===== config.mk =====
export PLATFORM = sky130hd
export DESIGN_NAME = memory_access
export DESIGN_NICKNAME = d
export VERILOG_FILES = /design/src/rtl/memory_access.sv
export SDC_FILE = /design/constraint.sdc
export NUM_CORES = 1
export LEC_CHECK = 0
export ABC_AREA = 1
export CAP_MARGIN = 20
export CORE_AREA = 2 2 113 115
export DETAILED_ROUTE_END_ITERATION = 6
export DIE_AREA = 0 0 115 117
export HOLD_SLACK_MARGIN = 0.06
export PLACE_DENSITY = 0.84
export SLEW_MARGIN = 20
export SYNTH_ARGS = -nofsm -noshare
export SYNTH_HDL_FRONTEND = slang
export SYNTH_SLANG_ARGS = --single-unit

===== constraint.sdc =====
create_clock -name clk_i -period 3.3 [get_ports clk_i]
set_input_delay 0.33 -clock clk_i [delete_from_list [all_inputs] [get_ports clk_i]]
set_output_delay 0.33 -clock clk_i [all_outputs]
set_load 0.02 [all_outputs]

===== src/rtl/memory_access.sv =====
// memory_access: MEM stage of the 5-stage core.
// Issues at most one data-memory request at a time, lines store data up with
// the byte lanes, extracts and extends load data, and registers the result
// into MEM/WB. Misaligned accesses never reach the bus; they retire at once
// without a register write and raise a one-cycle misalign_o pulse.
//
// Memory handshake: dmem_req_o is high for every cycle an aligned memop sits
// in MEM and has not yet been acknowledged. Address, write enable, byte
// enables and write data are stable while dmem_req_o is high, because
// stall_mem_o freezes the EX/MEM register feeding this stage. The transfer
// completes in the cycle where dmem_req_o and dmem_ack_i are both high; load
// data on dmem_rdata_i is sampled in that same cycle. An ack seen without a
// request is ignored.
module memory_access #(
    parameter int ADDR_WIDTH = 32,
    parameter int TIMEOUT    = 255
) (
    input  logic                  clk_i,
    input  logic                  rst_i,
    input  logic [31:0]           alu_result_mem_i,
    input  logic [31:0]           latest_rs2_value_mem_i,
    input  logic                  load_store_forward_sel_mem_i,
    input  logic                  reg_write_en_mem_i,
    input  logic                  is_load_instr_mem_i,
    input  logic                  is_store_instr_mem_i,
    input  logic [4:0]            rd_label_mem_i,
    input  logic [1:0]            wb_sel_mem_i,
    input  logic [31:0]           pc_mem_i,
    input  logic [2:0]            funct3_mem_i,
    output logic                  dmem_req_o,
    output logic                  dmem_we_o,
    output logic [ADDR_WIDTH-1:0] dmem_addr_o,
    output logic [3:0]            dmem_be_o,
    output logic [31:0]           dmem_wdata_o,
    input  logic                  dmem_ack_i,
    input  logic [31:0]           dmem_rdata_i,
    output logic                  stall_mem_o,
    output logic [31:0]           rd_value_mem_o,
    output logic [31:0]           rd_value_wb_o,
    output logic [4:0]            rd_label_wb_o,
    output logic                  reg_write_en_wb_o,
    output logic                  misalign_o,
    output logic                  bus_err_o,
    output logic                  state_dbg_o
);

    typedef enum logic {
        ST_IDLE = 1'b0,
        ST_WAIT = 1'b1
    } state_t;

    // The wait counter only needs to reach TIMEOUT; TIMEOUT = 0 disables it.
    localparam int               CNT_W     = (TIMEOUT > 0) ? $clog2(TIMEOUT + 1) : 1;
    localparam logic [CNT_W-1:0] TIMEOUT_C = CNT_W'(TIMEOUT);
    localparam logic [CNT_W-1:0] CNT_ONE   = CNT_W'(1);

    state_t           state_q;
    logic [CNT_W-1:0] wait_cnt_q;

    logic        mem_op;
    logic [1:0]  byte_off;
    logic        misaligned;
    logic        aligned_op;
    logic        timeout_hit;
    logic        abort;
    logic        stall;
    logic [31:0] store_data;
    logic [3:0]  lane_be;
    logic [31:0] load_shifted;
    logic [31:0] load_ext;
    logic [31:0] rd_value_mem;
    logic [31:0] wb_value;

    assign mem_op   = is_load_instr_mem_i | is_store_instr_mem_i;
    assign byte_off = alu_result_mem_i[1:0];

    // Half accesses need an even address, word accesses a multiple of four;
    // byte accesses (and the reserved size 11) are never misaligned.
    always_comb begin
        misaligned = 1'b0;
        case (funct3_mem_i[1:0])
            2'b01:   misaligned = mem_op & byte_off[0];
            2'b10:   misaligned = mem_op & (byte_off != 2'b00);
            default: misaligned = 1'b0;
        endcase
    end

    assign aligned_op = mem_op & ~misaligned;

    // Abort only once the counter has reached TIMEOUT and no ack arrived this
    // cycle; an ack in the last allowed cycle still completes the access.
    assign timeout_hit = (TIMEOUT != 0) && (state_q == ST_WAIT) && (wait_cnt_q == TIMEOUT_C);
    assign abort       = aligned_op & timeout_hit & ~dmem_ack_i;
    assign stall       = aligned_op & ~dmem_ack_i & ~abort;

    // Store data may come from the value that is being written back right now.
    assign store_data = load_store_forward_sel_mem_i ? rd_value_wb_o : latest_rs2_value_mem_i;

    // Byte enables follow the access size, shifted up to the addressed lane.
    always_comb begin
        lane_be = 4'b1111;
        case (funct3_mem_i[1:0])
            2'b00:   lane_be = 4'b0001 << byte_off;
            2'b01:   lane_be = 4'b0011 << byte_off;
            default: lane_be = 4'b1111;
        endcase
    end

    assign load_shifted = dmem_rdata_i >> {byte_off, 3'b000};

    // Extend the lane-aligned read data according to size and signedness.
    always_comb begin
        load_ext = load_shifted;
        case (funct3_mem_i)
            3'b000:  load_ext = {{24{load_shifted[7]}}, load_shifted[7:0]};
            3'b001:  load_ext = {{16{load_shifted[15]}}, load_shifted[15:0]};
            3'b010:  load_ext = load_shifted;
            3'b100:  load_ext = {24'h000000, load_shifted[7:0]};
            3'b101:  load_ext = {16'h0000, load_shifted[15:0]};
            default: load_ext = load_shifted;
        endcase
    end

    assign rd_value_mem = (wb_sel_mem_i == 2'b10) ? (pc_mem_i + 32'd4) : alu_result_mem_i;
    assign wb_value     = (wb_sel_mem_i == 2'b01) ? load_ext : rd_value_mem;

    assign dmem_req_o     = aligned_op;
    assign dmem_we_o      = aligned_op & is_store_instr_mem_i;
    assign dmem_addr_o    = {alu_result_mem_i[ADDR_WIDTH-1:2], 2'b00};
    assign dmem_be_o      = lane_be;
    assign dmem_wdata_o   = store_data << {byte_off, 3'b000};
    assign stall_mem_o    = stall;
    assign rd_value_mem_o = rd_value_mem;
    assign state_dbg_o    = state_q;

    // Request FSM, wait counter and MEM/WB register with error pulses.
    always_ff @(posedge clk_i) begin
        if (!rst_i) begin
            state_q           <= ST_IDLE;
            wait_cnt_q        <= '0;
            rd_value_wb_o     <= 32'd0;
            rd_label_wb_o     <= 5'd0;
            reg_write_en_wb_o <= 1'b0;
            misalign_o        <= 1'b0;
            bus_err_o         <= 1'b0;
        end else begin
            case (state_q)
                ST_IDLE: begin
                    wait_cnt_q <= '0;
                    if (aligned_op && !dmem_ack_i) begin
                        state_q    <= ST_WAIT;
                        wait_cnt_q <= CNT_ONE;
                    end
                end
                ST_WAIT: begin
                    if (!aligned_op || dmem_ack_i || abort) begin
                        state_q    <= ST_IDLE;
                        wait_cnt_q <= '0;
                    end else if (TIMEOUT != 0) begin
                        wait_cnt_q <= wait_cnt_q + CNT_ONE;
                    end
                end
                default: begin
                    state_q    <= ST_IDLE;
                    wait_cnt_q <= '0;
                end
            endcase

            if (stall) begin
                // Pipeline frozen: push a bubble, hold the rest of MEM/WB.
                reg_write_en_wb_o <= 1'b0;
                misalign_o        <= 1'b0;
                bus_err_o         <= 1'b0;
            end else begin
                rd_value_wb_o     <= wb_value;
                rd_label_wb_o     <= rd_label_mem_i;
                reg_write_en_wb_o <= reg_write_en_mem_i & ~is_store_instr_mem_i
                                     & ~misaligned & ~abort;
                misalign_o        <= misaligned;
                bus_err_o         <= abort;
            end
        end
    end

endmodule


==> metrics.txt <==
CTS tree yes; Worst-Margin Slew between 1 and 1.5 ns; Ports roughly 290; relative slew slack between 30% and 40%; Avg Inst Size Synth between 5 and 6 um^2; Net count, final ~1,300; min cycle time layout between 2 and 3 ns; remaining antenna violation count after routing 0; via-per-instance ratio approximately 5.4; outcome finished, final reports clean; FP Rows approximately 40; worst-path cell chain clkdlybuf4s50_1 > inv_2 > nor2_2 > buf_4 > inv_1 > o221ai_1 > clkdlybuf4s50_1; Hold Path Depth 2; CP delay by family, top buffers and inverters; maximum VDD drop between 150 and 200 uV; fraction of layout cells with a size suffix above 1 4.794%; R2R Path End wait_cnt_q[2]; Buf/Inv on CP 5; Initial Util between 40% and 50%; DP HPWL approximately 19 mm; most common cell after layout, fill and taps aside nand2_1; RSZ-0062 raised after global routing false; Routed WL per cell 17.55 um; area leader, netlist nand2_1; Worst Reg2Reg Path Length in Cells 8; post-CTS setup buffer count 0; count of cell types in the netlist 40; max incr delay on CP approximately 0.71 ns; Finished Layout Cells roughly 1,300; r2r startpoint wait_cnt_q[0]; DRT iter0 DRCs between 800 and 900; R2R setup slack 1.40 ns; pin count of the biggest net entering global routing 38; Hold Crit Class flop to flop; first drt pass iteration count 5; final setup margin 0.3064 ns; Crit path required time a little under 3 ns; CP startpoint kind input pin; final number of hold-violating endpoints 0; Pwr per Cell Area between 200 and 300 mW/mm^2; vias post-DR between 7,000 and 8,000; # clock sinks between 40 and 50; worst skew pair latency approximately 0.29 ns; Post-Syn Instances 949; Area Overhead vs Synth 54.79%; hold_sp wait_cnt_q[3]; Hold-fix buffers, CTS 0; Synth area leaders nand2_1 (31%), dfxtp_1 (19%), nand3_1 (7.4%), buf_4 (5.8%), inv_1 (5.6%); Synth Cell Area 0.005200 mm^2; crit path max fanout 13; Slew Limit Fails 0; DR DRC count 0; ys async rst share 0%; WL final 23.51 mm; setup TNS 0 ns; cell total after placement around 1,300; Final setup viols 0; CTS buffer count 5; Clock transition at path regs 0.07 ns; Crit Path Class input pin to primary output; number of flops mapped to enable cells by yosys 0; most frequent cells in the layout nand2_1 (424), clkdlybuf4s50_1 (285), inv_1 (78); most used cell, CP clkdlybuf4s50_1; PortBufs about 290; initial antenna violation count 0; clock root cell clkbuf_16; Setup crit end kind primary output; worst hold margin between 0.4 and 0.5 ns; global-route wire length before repair 34.85 mm; n_diodes 0; clk_skew ~0.0076 ns; GRT Total Usage between 30% and 40%; Slowest-stage cell, CP clkdlybuf4s50_1; Die Height 117 um; Hold Path Sink wait_cnt_q[3]; CORE AREA 0.01231 mm^2; sequential area share after synthesis 18.86%; Die ar. about 0.013 mm^2; RePlAce Congestion 1.012; maxcap violations 0; H-tree levels 2; pre-CTS setup slack about 0.34 ns; crit path DAT roughly 2.7 ns; global route total overflow 0; Clock Tree Buf Depth 2; post-synth top area share 30.61%; Synthesis Warnings 0; Synth Register Bits about 50; leak pwr between 3 and 4 nW; Fmax between 0.3 and 0.4 GHz; number of global-route vias before repair between 6,000 and 7,000; chip width roughly 120 um; Tcrit/Tclk final approximately 91%; PostCTS Resize Cnt 0; Primary FF master, synth dfxtp_1
-- stage by stage --
step / util (%) / power (W) / area [um^2]
6_report: 65.38 / 0.002347 / 8049
5_1_grt: 65.38 / 0.002448 / 8049
4_1_cts: 65.38 / 0.002334 / 8049
3_5_place_dp: 64.24 / 0.001832 / 7909
3_3_place_gp: 64.24 / 0.001829 / 7909
2_1_floorplan: - / 0.001253 / 5204
-- Yosys cell counts, drive strengths merged, types with 5 or more instances --
| library cell | number |
|---|---|
| o21bai | 6 |
| nor2 | 88 |
| buf | 55 |
| clkbuf | 18 |
| nand3 | 80 |
| a22o | 5 |
| nand4 | 15 |
| ha | 5 |
| dfxtp | 49 |
| o21ai | 46 |
| a21oi | 20 |
| a31oi | 6 |
| o221ai | 8 |
| inv | 81 |
| o211ai | 13 |
| nand2 | 432 |
-- worst max-delay path by stage --
stage	startpoint	to	slack [ns]	cells after the start
floorplan	alu_result_mem_i[1]	dmem_wdata_o[24]	1.55	5
global placement	pc_mem_i[2]	rd_value_mem_o[24]	0.41	11
detailed placement	alu_result_mem_i[0]	dmem_wdata_o[27]	0.34	7
CTS	alu_result_mem_i[0]	dmem_wdata_o[27]	0.34	7
global route	pc_mem_i[2]	rd_value_mem_o[24]	0.12	11
finish	alu_result_mem_i[0]	dmem_wdata_o[27]	0.31	7
-- kinds of logic after synthesis --
logic type / count (synthesis) / synth area share, %
AND/OR/NAND/NOR: 626 / 50.75
buffers and inverters: 154 / 15.23
AO/OA/AOI/OAI: 106 / 12.51
flip-flops: 49 / 18.86
XOR/XNOR: 7 / 1.179
adder cells (fa/ha/maj): 5 / 1.203
other: 1 / 0.07212
multiplexers: 1 / 0.1925
-- routing by layer --
layer | vias to the layer above | routed length [um] | track usage [%]
met4 | 0 | 734 | 10.36
met1 | 3166 | 9449 | 43.26
met3 | 68 | 2361 | 5.149
met2 | 463 | 10960 | 57.61
li1 | 3483 | - | -
met5 | - | 0 | 0
-- where the power goes --
| group | internal [W] | switching [W] |
|---|---|---|
| Combinational | 0.000520 | 0.000629 |
| Sequential | 0.000637 | 0.0000521 |
| Clock | 0.000282 | 0.000228 |
-- cell type report --
class | count | area, um^2
Clock inverter | 1 | 7.507
Fill cell | 1171 | 4263
Tap cell | 150 | 187.7
Multi-Input combinational cell | 747 | 3433
Clock buffer | 7 | 132.6
Timing Repair Buffer | 304 | 2995
Sequential cell | 49 | 980.9
Inverter | 81 | 311.5
-- registers in the layout, indices dropped and copies added (netlist names) --
| name | cells |
|---|---|
| misalign_o | 1 |
| bus_err_o | 1 |
| reg_write_en_wb_o | 1 |
| rd_value_wb_o | 32 |
| state_dbg_o | 1 |
| rd_label_wb_o | 5 |
| wait_cnt_q | 8 |
-- worst min-delay path, delay by kind of cell (launching register included) --
family          cells  cell delay, ns
compound gates      1            0.06
flops               1            0.31
simple gates        1            0.06
Power figures use the tool's default switching activity.
